`src/rtl/bit_serializer_pkg.sv`:
```
//------------------------------------------------------------------------------
// bit_serializer_pkg
// Shared state encoding for the parallel-to-serial converter.
// Revision: 1.0
//------------------------------------------------------------------------------
`default_nettype none

package bit_serializer_pkg;

  typedef logic [0:0] state_t;

  localparam state_t ST_IDLE  = 1'b0;
  localparam state_t ST_SHIFT = 1'b1;

endpackage : bit_serializer_pkg

`default_nettype wire

```
`src/rtl/bit_serializer.sv`:
```
//------------------------------------------------------------------------------
// bit_serializer
// Parallel word to serial bit stream, with a one-word hold buffer for gap-free
// back-to-back output.
// Revision: 1.0
//------------------------------------------------------------------------------
`default_nettype none

module bit_serializer
  import bit_serializer_pkg::*;
#(
  parameter int WIDTH     = 8,
  parameter bit MSB_FIRST = 1'b1
) (
  input  logic             clk,
  input  logic             reset,
  input  logic [WIDTH-1:0] din,
  input  logic             din_valid,
  output logic             din_ready,
  output logic             out,
  output logic             out_valid,
  output logic             out_last
);

  localparam int                 c_CNT_W = $clog2(WIDTH);
  localparam logic [c_CNT_W-1:0] c_LAST  = c_CNT_W'(WIDTH - 1);

  state_t             r_state;
  state_t             w_state_nxt;
  logic [WIDTH-1:0]   r_shift;
  logic [WIDTH-1:0]   r_hold;
  logic [WIDTH-1:0]   w_shift_adv;
  logic [c_CNT_W-1:0] r_count;
  logic               r_hold_full;
  logic               w_xfer;
  logic               w_at_last;
  logic               w_emit;

  assign w_xfer    = din_valid & ~r_hold_full;
  assign w_at_last = (r_count == c_LAST);

  generate
    if (MSB_FIRST) begin : g_msb_first
      assign w_emit      = r_shift[WIDTH-1];
      assign w_shift_adv = {r_shift[WIDTH-2:0], 1'b0};
    end else begin : g_lsb_first
      assign w_emit      = r_shift[0];
      assign w_shift_adv = {1'b0, r_shift[WIDTH-1:1]};
    end
  endgenerate

  always_ff @(posedge clk) begin
    if (reset) begin
      r_state <= ST_IDLE;
    end else begin
      r_state <= w_state_nxt;
    end
  end

  always_comb begin
    w_state_nxt = r_state;
    case (r_state)
      ST_IDLE: begin
        if (w_xfer) w_state_nxt = ST_SHIFT;
      end
      ST_SHIFT: begin
        if (w_at_last && !r_hold_full && !w_xfer) w_state_nxt = ST_IDLE;
      end
      default: w_state_nxt = ST_IDLE;
    endcase
  end

  // A word arriving mid-shift parks in r_hold; on the last bit the held word
  // takes priority, otherwise a word offered on that same edge loads directly.
  always_ff @(posedge clk) begin
    if (reset) begin
      r_shift     <= '0;
      r_hold      <= '0;
      r_count     <= '0;
      r_hold_full <= 1'b0;
    end else begin
      case (r_state)
        ST_IDLE: begin
          if (w_xfer) begin
            r_shift <= din;
            r_count <= '0;
          end
        end
        ST_SHIFT: begin
          if (!w_at_last) begin
            r_shift <= w_shift_adv;
            r_count <= r_count + c_CNT_W'(1);
            if (w_xfer) begin
              r_hold      <= din;
              r_hold_full <= 1'b1;
            end
          end else if (r_hold_full) begin
            r_shift     <= r_hold;
            r_count     <= '0;
            r_hold_full <= 1'b0;
          end else if (w_xfer) begin
            r_shift <= din;
            r_count <= '0;
          end else begin
            r_count <= '0;
          end
        end
        default: ;
      endcase
    end
  end

  always_comb begin
    din_ready = ~r_hold_full;
    out       = 1'b0;
    out_valid = 1'b0;
    out_last  = 1'b0;
    if (r_state == ST_SHIFT) begin
      out       = w_emit;
      out_valid = 1'b1;
      out_last  = w_at_last;
    end
  end

endmodule : bit_serializer

`default_nettype wire

```
`config.mk`:
```
export PLATFORM = sky130hd
export DESIGN_NAME = bit_serializer
export DESIGN_NICKNAME = d
export VERILOG_FILES = /design/src/rtl/bit_serializer_pkg.sv /design/src/rtl/bit_serializer.sv
export SDC_FILE = /design/constraint.sdc
export NUM_CORES = 1
export LEC_CHECK = 0
export BUFFER_PORTS_ARGS = -buffer_cell sky130_fd_sc_hd__buf_2
export CAP_MARGIN = 10
export CORE_ASPECT_RATIO = 0.9
export CORE_MARGIN = 2
export CORE_UTILIZATION = 54
export CTS_CLUSTER_DIAMETER = 120
export DETAILED_ROUTE_END_ITERATION = 10
export GPL_TIMING_DRIVEN = 0
export PLACE_DENSITY = 0.82
export SYNTH_ARGS = -nofsm -noshare
export SYNTH_HDL_FRONTEND = slang
export SYNTH_SLANG_ARGS = --single-unit
```
`constraint.sdc`:
```
create_clock -name clk -period 1.9 [get_ports clk]
set_input_delay 0.095 -clock clk [delete_from_list [all_inputs] [get_ports clk]]
set_output_delay 0.095 -clock clk [all_outputs]
set_load 0.01 [all_outputs]
```
## Yosys cells after proc, flatten, opt, wreduce, memory -nomap -nowiden

Index checks and enable logic that the tools add are counted.

- Add/sub/neg operators: 1
- Eq/ne operators: 2
- Mux-type cells: 15
- Bitwise logic cells: 4
- Reductions and logical operators: 7

Operator list:

| cell | number |
|---|---|
| $mux W8 | 3 |
| $pmux W8 S2 | 1 |
| $mux W1 | 7 |
| $mux W3 | 2 |
| $pmux W3 S2 | 1 |
| $add A3 B1 Y3 const B | 1 |
| $eq A3 B3 Y1 const B | 1 |
| $not A1 Y1 | 3 |
| $reduce_and A3 Y1 | 1 |
| $logic_and A1 B1 Y1 | 2 |
| $logic_not A1 Y1 | 2 |
| $ne A2 B2 Y1 const B | 1 |
| $pmux W1 S2 | 1 |
| $reduce_and A2 Y1 | 1 |
| $reduce_bool A2 Y1 | 1 |
| $and A1 B1 Y1 | 1 |

- Flip-flop bits (word level): 21
- Input port bits: 11
- Output and inout bits: 4
- Word-level logic and storage cells: 34

## Logic depth before layout (Yosys ltp)

- Depth in word-level cells: 6
- Depth in mapped cells: 7
- Mapped depth without buffers: 5

## Worst setup path after synthesis

Ideal clock, no wire load.

- Kind: flip-flop to flip-flop
- From: register r_count[0]
- To: register r_hold[0]
- Setup time: 0.117 ns
- Arrival: 1.347 ns
- Data required time: 1.783 ns
- Slack: 0.436 ns
- Stages on the path, launching flop included: 7
- Buffers on the path: 1
- Clock period less this slack: 1.464 ns
- Cell sequence: dfxtp_1 > ha_1 > ha_1 > and4bb_1 > buf_6 > mux2i_1 > nor2_1

- Cells in the longest elaborated chain, start to end: 3

Ends and longest elaborated chain:

| what | line | text |
|---|---|---|
| from (decl) | bit_serializer.sv:33 | `logic [c_CNT_W-1:0] r_count;` |
| from (signal assigned) | bit_serializer.sv:92 | `r_count <= r_count + c_CNT_W'(1);` |
| $eq A3 B3 Y1 | bit_serializer.sv:40 | `assign w_at_last = (r_count == c_LAST);` |
| $not A1 Y1 (no source line) | n/a |  |
| $reduce_and A3 Y1 (no source line) | n/a |  |
| to (signal assigned) | bit_serializer.sv:94 | `r_hold <= din;` |
| to (decl) | bit_serializer.sv:31 | `logic [WIDTH-1:0] r_hold;` |

Every way passes these cells.
A chain may end at the register's enable or synchronous reset.

## Worst setup path in the final report

- From: register r_count[0]
- To: register r_hold[6]

Same word-level chain as after synthesis.

==> results.md <==
* RR Endpoint: r_hold[6]
* Post-synth top flop: dfxtp_1
* Synthesized area per cell at 9.95 um2
* CTS tree: yes
* PD cells at 722 mW/mm2
* Initial Util at 59.1%
* Async S/R FF share, synth at 0%
* CTS-repair resized insts at 0
* Status: complete, no violations
* Most common cell in the netlist: mux2i_1
* DRC viols at 0
* Clock power frac at 24.9%
* Core area at 0.00173 mm2
* Synth area leaders: dfxtp_1 41%, mux2i_1 22%, a31o_2 6.0%, a21oi_1 5.4%, ha_1 3.7%
* Final TNS setup at 0 ps
* Slew @ Worst Pin at 424 ps
* Global route total overflow at 0
* Clock Latency Late Sink at 300 ps
* Critical Path Source Type: flip-flop
* Sequential share of power at 58.0%
* Seq/Total Area, Yosys at 41.0%
* Internal Pwr Total at 0.624 mW
* Comb power frac at 17.1%
* Max clock buf depth at 2
* # H-tree levels at 1
* VDD IR max at 0.482 mV
* Worst-path fanout max at 8
* Period utilisation layout at 84.0%
* R2R depth at 6
* Min-delay src: din[4]
* Yosys top cell by area: dfxtp_1
* Syn Nets at 117
* Post-synth EDFFs at 0
* WHS Path Cells at 3
* Routed wire length at 1900 um
* Worst setup EP type: flip-flop
* DIE WIDTH at 49.9 um
* Final Total Pwr at 0.838 mW
* Fin. Hold Viols at 0
* Largest net degree at the start of global routing at 12
* Hold Path Class: input port to flip-flop
* Sw Ratio at 25.6%
* Drt wl/cell at 13.0 um
* Area grow syn2layout at 13.3%
* Placer Congestion at 0.756
* Max-cap viol count at 0
* Synth top area share at 41.0%
* Post-synthesis instance area at 0.00102 mm2
* All-Layer GR Usage at 19.6%
* Chip Height at 45.3 um
* Net switching power of the design at 0.214 mW
* Critical path arrival at 1790 ps
* Synth cell types at 23
* Fmax at 0.626 GHz
* CTS Sinks at 21
* Ys Warns at 0
* Rows at 14
* Initial antenna violation count at 0
* I/O Buffers at 14
* Worst EP required at 2100 ps
* Layout cells sized above 1 at 25.4%
* Clock skew at 0.741 ps
* Ant. Diodes at 0
* TritonCTS Buffers at 3
* First-pass GRT wire length at 3190 um
* Slew Limit Fails at 0
* Full die area at 0.00226 mm2
* RSZ-0062 raised after global routing: no
* # hold bufs at CTS at 1
* Vias in the first global route at 747
* P_leak at 0.480 nW
* Worst Path Class, Setup: flip-flop to flip-flop
* Yosys reg bits at 21
* Hold endpoint: r_hold[4]
* DRT antenna net count at 0
* Nets at 137
* Setup violators final at 0
* Clock Pin Slew Worst Setup and Hold Paths at 110 ps
* IO Pins at 15
* Root Buffer: clkbuf_4
* Reg2reg start: r_count[0]
* Gate Count Post-Synth at 103
* Number of DRC markers in iteration 0 at 19
* R2r setup slk at 300 ps
* Rel. slew slack at 71.7%
* Initial DRT Pass Iterations at 4
* Vias at 780
* Via density at 5.34
* Commonest cells in the netlist: 23 x mux2i_1, 21 x dfxtp_1, 11 x a21oi_1, 9 x nor2_1, 7 x a31o_2
* Detailed Place HPWL at 1380 um
* Tmin final at 1600 ps
* Setup Buffers After CTS at 0
cell families (layout without fill, tap and decap cells):
group | count (synthesis) | after routing | share of synthesized area [%]
compound gates | 22 | 22 | 14.2
fa+ha+maj | 3 | 3 | 3.66
buf+inv | 10 | 29 | 6.71
flops | 21 | 21 | 41.0
mux | 23 | 23 | 22.5
simple gates | 24 | 24 | 12.0
metrics by stage:
step / utilization [%] / hold WS, ps / setup slack (ps) / area (um2) / instances
2_1_floorplan: - / 177 / 436 / 1020 / 103
3_3_place_gp: 64.9 / 312 / 339 / 1120 / 141
3_5_place_dp: 64.9 / 315 / 313 / 1120 / 141
4_1_cts: 67.0 / 42.0 / 289 / 1160 / 146
5_1_grt: 67.0 / 68.5 / 162 / 1160 / 146
6_report: 67.0 / 42.8 / 303 / 1160 / 146
routing by layer:
layer / vias to the layer above / GRT usage [%] / wire (um)
li1: 409 / - / -
met1: 354 / 24.3 / 897
met2: 13 / 32.8 / 909
met3: 4 / 3.97 / 54
met4: 0 / 10.0 / 33
met5: - / 0 / 0
power by group through the flow:
stage / clock [mW] / sequential [mW] / combinational (mW)
6_report: 0.208 / 0.486 / 0.143
3_5_place_dp: 0 / 0.497 / 0.142
3_3_place_gp: 0 / 0.495 / 0.139
4_1_cts: 0.216 / 0.486 / 0.145
2_1_floorplan: 0 / 0.493 / 0.105
5_1_grt: 0.230 / 0.490 / 0.161
placed cells by master (no fill, tap or decap), types with 2 or more instances in the layout:
master | synthesis | layout
nand2_1 | 5 | 5
nor2b_1 | 2 | 2
and2_1 | 2 | 2
dfxtp_1 | 21 | 21
a31o_2 | 7 | 7
buf_2 | 1 | 15
clkbuf_1 | 2 | 3
nor2_1 | 9 | 9
nand3_1 | 2 | 2
buf_4 | 2 | 2
clkbuf_4 | 0 | 3
ha_1 | 3 | 3
inv_1 | 2 | 2
a21oi_1 | 11 | 11
buf_6 | 3 | 3
mux2i_1 | 23 | 23
registers in the layout, indices dropped and copies added (netlist names):
register and flops:
r_hold 8, r_hold_full 1, r_count 3, r_state 1
r_shift 8
worst max-delay path: stages (launching register included):
cell and delay [ps]:
dfxtp_1 350, ha_1 220, ha_1 220, and4bb_1 290, buf_6 160, mux2i_1 200, nor2_1 50
cell type report:
class	count	area, um2
Buffer	8	61.3
Tap cell	24	30.0
Fill cell	158	573
Multi-Input combinational cell	72	536
Inverter	2	7.51
Clock buffer	4	26.3
Sequential cell	21	420
Timing Repair Buffer	15	80.1
worst max path at each step:
stage                endpoint  slack [ps]  depth (start not counted)       start
detailed placement  r_hold[2]         310                          6  r_count[0]
global placement    r_hold[0]         340                          6  r_count[0]
global route        r_hold[3]         160                          6  r_count[0]
floorplan           r_hold[0]         440                          6  r_count[0]
CTS                  out_last         290                          5  r_count[0]
finish              r_hold[6]         300                          6  r_count[0]
(Power assumes the default switching activity.)
